## config.mk

```make
export PLATFORM = sky130hd
export DESIGN_NAME = maxpool1_stream
export DESIGN_NICKNAME = d
export VERILOG_FILES = /design/src/rtl/maxpool1_stream.sv
export SDC_FILE = /design/constraint.sdc
export NUM_CORES = 1
export LEC_CHECK = 0
export CORE_AREA = 2 2 131 133
export DETAILED_ROUTE_END_ITERATION = 6
export DIE_AREA = 0 0 133 135
export PLACE_DENSITY = 0.6
export SLEW_MARGIN = 15
export SYNTH_ARGS = -nofsm -noshare
export SYNTH_HDL_FRONTEND = slang
export SYNTH_SLANG_ARGS = --single-unit
```

## constraint.sdc

```tcl
create_clock -name clk -period 3.3 [get_ports clk]
set_input_delay 0.66 -clock clk [delete_from_list [all_inputs] [get_ports clk]]
set_output_delay 0.66 -clock clk [all_outputs]
set_load 0.03 [all_outputs]
```

## src/rtl/maxpool1_stream.sv

```systemverilog
// Streaming 2x2/stride-2 signed max-pool over one channel's IN_WIDTH x IN_WIDTH raster frame.
// Optional build macro MAXPOOL1_RELU_EN clamps negative input pixels to zero before pooling.
module maxpool1_stream #(
    parameter int DATA_BITS = 8,
    parameter int IN_WIDTH  = 24
) (
    input  logic                 clk,
    input  logic                 rst_n,
    input  logic                 in_valid,
    input  logic [DATA_BITS-1:0] data_in,
    output logic                 out_valid,
    output logic [DATA_BITS-1:0] data_out,
    output logic                 frame_done
);

    localparam int CW = $clog2(IN_WIDTH);
    localparam logic [CW-1:0] LAST = CW'(IN_WIDTH - 1);

    logic [CW-1:0]        col_cnt;
    logic [CW-1:0]        row_cnt;
    logic [DATA_BITS-1:0] hold_reg;
    logic [DATA_BITS-1:0] rb [IN_WIDTH/2];

    logic [DATA_BITS-1:0] pix;
    logic [DATA_BITS-1:0] pair_max;
    logic [DATA_BITS-1:0] block_max;
    logic [CW-2:0]        rb_idx;

    function automatic logic [DATA_BITS-1:0] smax(input logic [DATA_BITS-1:0] a,
                                                  input logic [DATA_BITS-1:0] b);
        return ($signed(a) > $signed(b)) ? a : b;
    endfunction

`ifdef MAXPOOL1_RELU_EN
    assign pix = data_in[DATA_BITS-1] ? '0 : data_in;
`else
    assign pix = data_in;
`endif

    assign rb_idx    = col_cnt[CW-1:1];
    assign pair_max  = smax(hold_reg, pix);
    assign block_max = smax(pair_max, rb[rb_idx]);

    always_ff @(posedge clk or negedge rst_n) begin
        if (!rst_n) begin
            col_cnt    <= '0;
            row_cnt    <= '0;
            hold_reg   <= '0;
            out_valid  <= 1'b0;
            frame_done <= 1'b0;
            data_out   <= '0;
        end else begin
            out_valid  <= 1'b0;
            frame_done <= 1'b0;
            if (in_valid) begin
                if (!col_cnt[0]) begin
                    hold_reg <= pix;
                end else if (row_cnt[0]) begin
                    data_out   <= block_max;
                    out_valid  <= 1'b1;
                    frame_done <= (row_cnt == LAST) && (col_cnt == LAST);
                end
                if (col_cnt == LAST) begin
                    col_cnt <= '0;
                    row_cnt <= (row_cnt == LAST) ? '0 : row_cnt + 1'b1;
                end else begin
                    col_cnt <= col_cnt + 1'b1;
                end
            end
        end
    end

    // Row buffer is never reset: each entry is rewritten on the even row before the odd row reads it.
    always_ff @(posedge clk) begin
        if (in_valid && col_cnt[0] && !row_cnt[0]) begin
            rb[rb_idx] <= pair_max;
        end
    end

endmodule

```

==> summary.txt, run 1 <==
Die
  – Cell Rows: 47
  – Initial core utilization: 0.347
  – Die footprint: 18000 um2
  – Die Span Y: 135 um
  – Core area: between 15000 and 20000 um2
  – IO Pins: 21
  – Die width: 133 um

Drt
  – DRC: 0
  – DR vias/cell: ~5
  – Wirelength per Cell: 18.0 um
  – Via count: roughly 3600
  – Final wirelength: 12700 um
  – TritonRoute pass-1 iters: 4
  – Number of antenna-violating nets in the routed design: 0
  – DR iter-0 viols: 249

Setup path
  – Crit path buffers/inverters: 1
  – FF-to-FF setup slack: about 160 ps
  – Worst path top cell family by delay: compound AO/OA/AOI/OAI gates
  – Worst Path Max Fanout: 7
  – Worst Setup Start Kind: flop
  – CP peak stage delay: roughly 440 ps
  – Setup CP Type: flop to flop
  – CP Cell Sequence: ha_4 > or2_4 > o311ai_4 > nor3_1 > o21ai_1 > o221ai_4 > inv_2 > ha_4 > nand2b_1 > nor2_1 > o21ai_2 > o221ai_4 > or2_4 > o211ai_1
  – Slowest-stage cell, CP: dfrtp_1
  – WP data required: 3630 ps
  – CP Capture Type: flop
  – Critical Path AT: roughly 3500 ps

Yosys
  – Avg Cell Area, Syn: 14.8 um2
  – Commonest cells in the netlist: edfxtp_1 (96), nand2_1 (36), dfrtp_1 (28)
  – Seq/Total Area, Yosys: 0.629
  – Synth top area share: 0.506
  – Post-Syn Instances: 386
  – Mapped Nets: 415
  – EDFF count, synth: 96
  – Top cells by area, synth: edfxtp_1 (51%), dfrtp_1 (12%), mux4_2 (5.1%)
  – Mapped cell area: 5700 um2
  – Library cells used by synthesis: 54
  – Register bit total from synthesis: 124
  – Top FF cell, synth: edfxtp_1
  – Largest area contributor in the netlist: edfxtp_1
  – Syn. warnings: 0
  – Async set-reset flop share out of synthesis: 0.226
  – Count leader, synth: edfxtp_1

Global route
  – First-pass GRT wire length: 20000 um
  – Number of global-route vias before repair: approximately 3600
  – Largest net degree at the start of global routing: 29
  – Initial antenna violation count: 0
  – Remaining global-route overflow: 0
  – GRT Overall Usage: 0.150

Cells and area
  – Share of cells above drive strength 1: 0.368
  – Area delta synth->final: 31.8%
  – Max reg flops: between 90 and 100
  – # diodes: 0
  – NumNets Final: approximately 500

Clock tree
  – CTS hold repair buffers: 0
  – # H-tree levels: 4
  – Clock latency on the worst-skew pair: 420 ps
  – Clock tree buffer depth: 2
  – Root Driver: clkbuf_16
  – CTS tree: yes
  – Clock transition at path regs: 60 ps
  – CTS buffer count: 17
  – Sink Count: 124

Placement
  – GP Congestion: 0.874
  – I/O Buffers: 20
  – Hpwl dp: 8270 um

STA
  – Period utilization: 0.953
  – Setup_tns: 0 ps
  – Fmax achieved: around 320 MHz
  – Max-slew violations: 0
  – Final Hold Vio Count: 0
  – Setup Viol. Count Final: 0
  – Period minus WS final: between 3000 and 4000 ps
  – Worst slew pin tran: 749 ps
  – Max-slew headroom: 0.501
  – Final Skew: between 8 and 9 ps

Power
  – Cell Pwr Density: 879 nW/um2
  – Tot Pwr: 6600 uW
  – Peak VDD IR: between 0.4 and 0.5 mV
  – P_leak: about 0.0028 uW

Run
  – Maxcap violations: 0

Status
  – Status: completed

Min path
  – Hold Path Class: flop to flop
[per-stage QoR]
| stage | hold slack, ps | util | std cells | instance area (um2) | setup WS [ps] |
|---|---|---|---|---|---|
| after floorplan | 364 | - | 386 | 5840 | 4.77 |
| after global placement | 485 | 0.405 | 663 | 6650 | -476 |
| after detailed placement | 493 | 0.405 | 663 | 6650 | -528 |
| after CTS | 505 | 0.449 | 701 | 7370 | 3.37 |
| after global routing | 535 | 0.457 | 706 | 7500 | -20.6 |
| final | 508 | 0.457 | 706 | 7500 | 156 |
[worst min-delay path, cell delays in order, from the launching register on]
cell	delay, ps
dfrtp_1	340
nand2_1	50
o211ai_1	70
[report_power, final]
group / total (uW) / internal, uW / switching, uW
registers: 2120 / 1970 / 146
clock network: 1870 / 1180 / 686
logic: 2610 / 1230 / 1390
total: 6600 / 4380 / 2220
[cell families after synthesis]
family,count (synthesis),share of synthesized area
compound gates,64,0.0819
xor+xnor,2,0.00308
fa+ha+maj,18,0.0395
buf+inv,37,0.0332
flops,124,0.629
mux,32,0.118
simple gates,109,0.0956
[final timing paths]
check / startpoint / endpoint / cells after the start
setup / recovery: hold_reg[2] / data_out[4] / 14
setup reg to reg: hold_reg[2] / data_out[4] / 14
hold reg to reg: data_out[4] / data_out[4] / 2
hold / removal: data_out[4] / data_out[4] / 2
min in group asynchronous: rst_n / hold_reg[2] / 2
max in group asynchronous: rst_n / hold_reg[5] / 2
[layout by cell type, fill, tap and decap left out, types with 5 or more instances in the layout]
cell and count:
ha_4 10, o21ai_1 6, nand2_1 36, a21oi_1 13
mux4_2 13, inv_2 13, mux4_1 11, o21ai_0 10
clkdlybuf4s50_1 12, nor2_1 22, ha_1 7, buf_4 62
o211ai_1 7, edfxtp_1 96, dfrtp_1 25, clkbuf_16 17
nand3_1 7, nor3_1 10, o221ai_4 6, mux2_2 5
a21oi_2 6, nand3b_1 8
[layer usage]
metal	part of all wire	track usage	up-vias
met5	0	0	-
met1	0.47	0.194	1780
li1	-	-	1682
met4	0.038	0.0890	0
met3	0.031	0.0338	27
met2	0.46	0.233	69
[timing repair]
item / 4_1_cts / 5_1_grt
setup buffers: 5 / 5
gates cloned: 2 / 0
pin swaps: 11 / 14
endpoints found under the setup margin: 8 / 8
resized for setup: 22 / 29
[final cells by class]
| type | instances | area [um2] |
|---|---|---|
| fill | 1390 | 8900 |
| sequential | 124 | 3590 |
| multi-input combinational | 226 | 2240 |
| timing repair buffer | 87 | 737 |
| clock buffer | 17 | 425 |
| tap | 220 | 275 |
| clock inverter | 14 | 169 |
| inverter | 18 | 70.1 |
Note: power is estimated with default switching activity, not from simulation.
==> run 2: changes to the inputs <==
CORE_AREA = 2 2 94 186   (was 2 2 131 133)
DIE_AREA = 0 0 96 188   (was 0 0 133 135)
PLACE_DENSITY = 0.58   (was 0.6)
clock period = 3.71 ns   (was 3.3 ns; I/O delays follow)
==> summary.txt, run 2 (synthesis gave the netlist of run 1 again) <==
Run
  – Maxcap violations: 0 (unchanged)

Global route
  – First-pass GRT wire length: 20700 um (was 20000 um)
  – Gr busiest metal: met2 (unchanged)
  – Routing usage on met3: 0.0293 (was 0.0338)
  – Largest net degree at the start of global routing: 29 (unchanged)
  – Number of global-route vias before repair: 3821 (was 3586)
  – Grt met2 use: 0.286 (was 0.233)
  – GRT Overall Usage: 0.159 (was 0.150)
  – Initial antenna violation count: 0 (unchanged)
  – Remaining global-route overflow: 0 (unchanged)
  – Met1 track demand over resource: 0.157 (was 0.194)

Clock tree
  – Clock tree buffer depth: 2 (unchanged)
  – CTS tree: yes (unchanged)
  – Clock transition at path regs: 50 ps (was 60 ps)
  – Clock latency on the worst-skew pair: 410 ps (was 420 ps)
  – CTS hold repair buffers: 0 (unchanged)
  – # H-tree levels: 4 (unchanged)
  – CTS buffer count: 17 (unchanged)
  – Sink Count: 124 (unchanged)
  – Root Driver: clkbuf_16 (unchanged)

Status
  – Status: completed (unchanged)

Setup path
  – CP Capture Type: flop (unchanged)
  – WP data required: 4030 ps (was 3630 ps)
  – Slowest-stage cell, CP: clkdlybuf4s50_1 (was dfrtp_1)
  – Worst Setup Start Kind: input pin (was flop)
  – CP Cell Sequence: clkdlybuf4s50_1 > inv_2 > ha_4 > a21o_1 > nand2_1 > a31oi_2 > or2_4 > buf_4 > o221a_2 > ha_4 > nand4_1 > o21ai_2 > o221ai_4 > or2_4 > o211ai_1 (was ha_4 > or2_4 > o311ai_4 > nor3_1 > o21ai_1 > o221ai_4 > inv_2 > ha_4 > nand2b_1 > nor2_1 > o21ai_2 > o221ai_4 > or2_4 > o211ai_1)
  – Reg2Reg Launch Point: hold_reg[1] (was hold_reg[2])
  – Setup CP Type: input pin to flop (was flop to flop)
  – Worst Path Max Fanout: 7 (unchanged)
  – Critical Path AT: 3890 ps (was 3470 ps)
  – Crit path launch: data_in[5] (was hold_reg[2])
  – CP peak stage delay: 490 ps (was 440 ps)

STA
  – Final Worst Setup Slack: 139 ps (was 156 ps)
  – Fmax achieved: 280 MHz
  – Max-slew violations: 0 (unchanged)
  – Final Hold Vio Count: 0 (unchanged)
  – Period utilization: 0.963
  – Worst slew pin tran: 757 ps (was 749 ps)
  – Setup Viol. Count Final: 0 (unchanged)
  – Final Skew: 10.7 ps (was 8.42 ps)
  – Max-slew headroom: 0.495 (was 0.501)
  – Period minus WS final: about 3600 ps
  – Hold slack: 512 ps (was 508 ps)

Die
  – Initial core utilization: 0.341 (was 0.347)
  – Cell Rows: 67 (was 47)
  – Die width: 96 um (was 133 um)
  – IO Pins: 21 (unchanged)
  – Die footprint: 18000 um2 (about the same)
  – Die Span Y: 188 um (was 135 um)
  – Core area: 16700 um2 (was 16400 um2)

Placement
  – GP Congestion: 0.790 (was 0.874)
  – Hpwl dp: 9590 um (was 8270 um)
  – I/O Buffers: 20 (unchanged)
  – DP Worst Slack: -624 ps (was -528 ps)

Cells and area
  – Share of cells above drive strength 1: 0.295 (was 0.368)
  – Core Util, Final: 0.432 (was 0.457)
  – Commonest non-fill, non-tap cell in the layout: edfxtp_1 (unchanged)
  – NumNets Final: 491 (was 503)
  – # diodes: 0 (unchanged)
  – Area delta synth->final: 26.6% (was 31.8%)
  – Max reg flops: 96 (unchanged)
  – Most frequent cells in the layout: edfxtp_1 (96), buf_4 (54), nand2_1 (36) (was edfxtp_1 (96), buf_4 (62), nand2_1 (36))

Drt
  – Wirelength per Cell: 19.4 um (was 18.0 um)
  – Number of antenna-violating nets in the routed design: 0 (unchanged)
  – Via count: 3542 (was 3558)
  – DR vias/cell: 5.19 (was 5.04)
  – DR iter-0 viols: 161 (was 249)
  – TritonRoute pass-1 iters: 6 (was 4)
  – Final wirelength: 13200 um (was 12700 um)
  – DRC: 0 (unchanged)

Power
  – Cell Pwr Density: 780 nW/um2 (was 879 nW/um2)
  – Peak VDD IR: 0.332 mV (was 0.404 mV)
  – P_leak: 0.00269 uW (was 0.00275 uW)
  – Tot Pwr: 5630 uW (was 6600 uW)

Min path
  – Hold Path Class: flop to flop (unchanged)
  – Min-delay src: data_out[6] (was data_out[4])
## run 2: cell count changes in the layout (fill, tap and decap cells not counted), moves of 3 or more
| cell | before | now |
|---|---|---|
| inv_1 | 3 | 13 |
| inv_2 | 13 | 4 |
| buf_4 | 62 | 54 |
| ha_1 | 7 | 13 |
| ha_4 | 10 | 4 |
| clkbuf_8 | 0 | 5 |
| clkdlybuf4s50_1 | 12 | 17 |
| o221ai_2 | 1 | 6 |
| o221ai_4 | 6 | 1 |
| clkbuf_1 | 0 | 4 |
| buf_12 | 3 | 0 |
| clkbuf_2 | 3 | 0 |
| dfrtp_1 | 25 | 28 |
| dfrtp_2 | 3 | 0 |
## run 2: final timing paths
path	slack, ps	depth (start not counted)	to
worst max-delay path	140	15	data_out[7]
worst min-delay path	510	2	data_out[6]
worst max register to register	410	13	data_out[7]
worst min register to register	510	2	data_out[6]
max in group asynchronous	2720	2	data_out[3]
min in group asynchronous	710	2	hold_reg[6]
## run 2: worst max-delay path, delay by kind of cell
family / cells / cell delay, ps
AO/OA/AOI/OAI: 6 / 1100
AND/OR/NAND/NOR: 4 / 850
adder cells (fa/ha/maj): 2 / 490
buffers and inverters: 3 / 710
## run 2: repair_timing
| item | in CTS | in global routing |
|---|---|---|
| endpoints found under the hold margin | 0 | 0 |
| cloned | 0 | 0 |
| buffers inserted | 1 | 0 |
| setup endpoints to repair | 8 | 8 |
| pin swaps | 1 | 14 |
| gates resized for setup | 5 | 35 |
## run 2: power by group
group / switching (uW) / total (uW) / internal [uW]
clock: 559 / 1640 / 1080
sequential: 145 / 1900 / 1750
combinational: 1160 / 2090 / 939
total: 1860 / 5630 / 3770
## run 2: final cells by class
cell class | count | area, um2
inverter | 18 | 67.6
multi-input combinational | 225 | 2070
timing repair buffer | 76 | 636
clock buffer | 26 | 509
fill | 1483 | 9470
sequential | 124 | 3580
clock inverter | 6 | 86.3
tap | 207 | 259
## run 2: metrics by stage
stage                     instance area (um2)  TNS (ps)  cells
after floorplan                          5700         0    386
after global placement                   6450     -3770    649
after detailed placement                 6450     -4640    649
after CTS                                7060    -0.476    682
after global routing                     7210     -13.5    682
final                                    7210         0    682
## run 2: per-layer routing
metal | vias to the layer above | wire, um
met1 | 1809 | 4790
met5 | - | 0
li1 | 1647 | -
met2 | 55 | 7440
met3 | 31 | 218
met4 | 0 | 759
==> run 3: changes to the inputs <==
CAP_MARGIN = 40   (was not set)
SLEW_MARGIN = 0   (was 15)
==> results of run 3 <==
The final DEF is identical to that of run 2; final timing and power are the same.
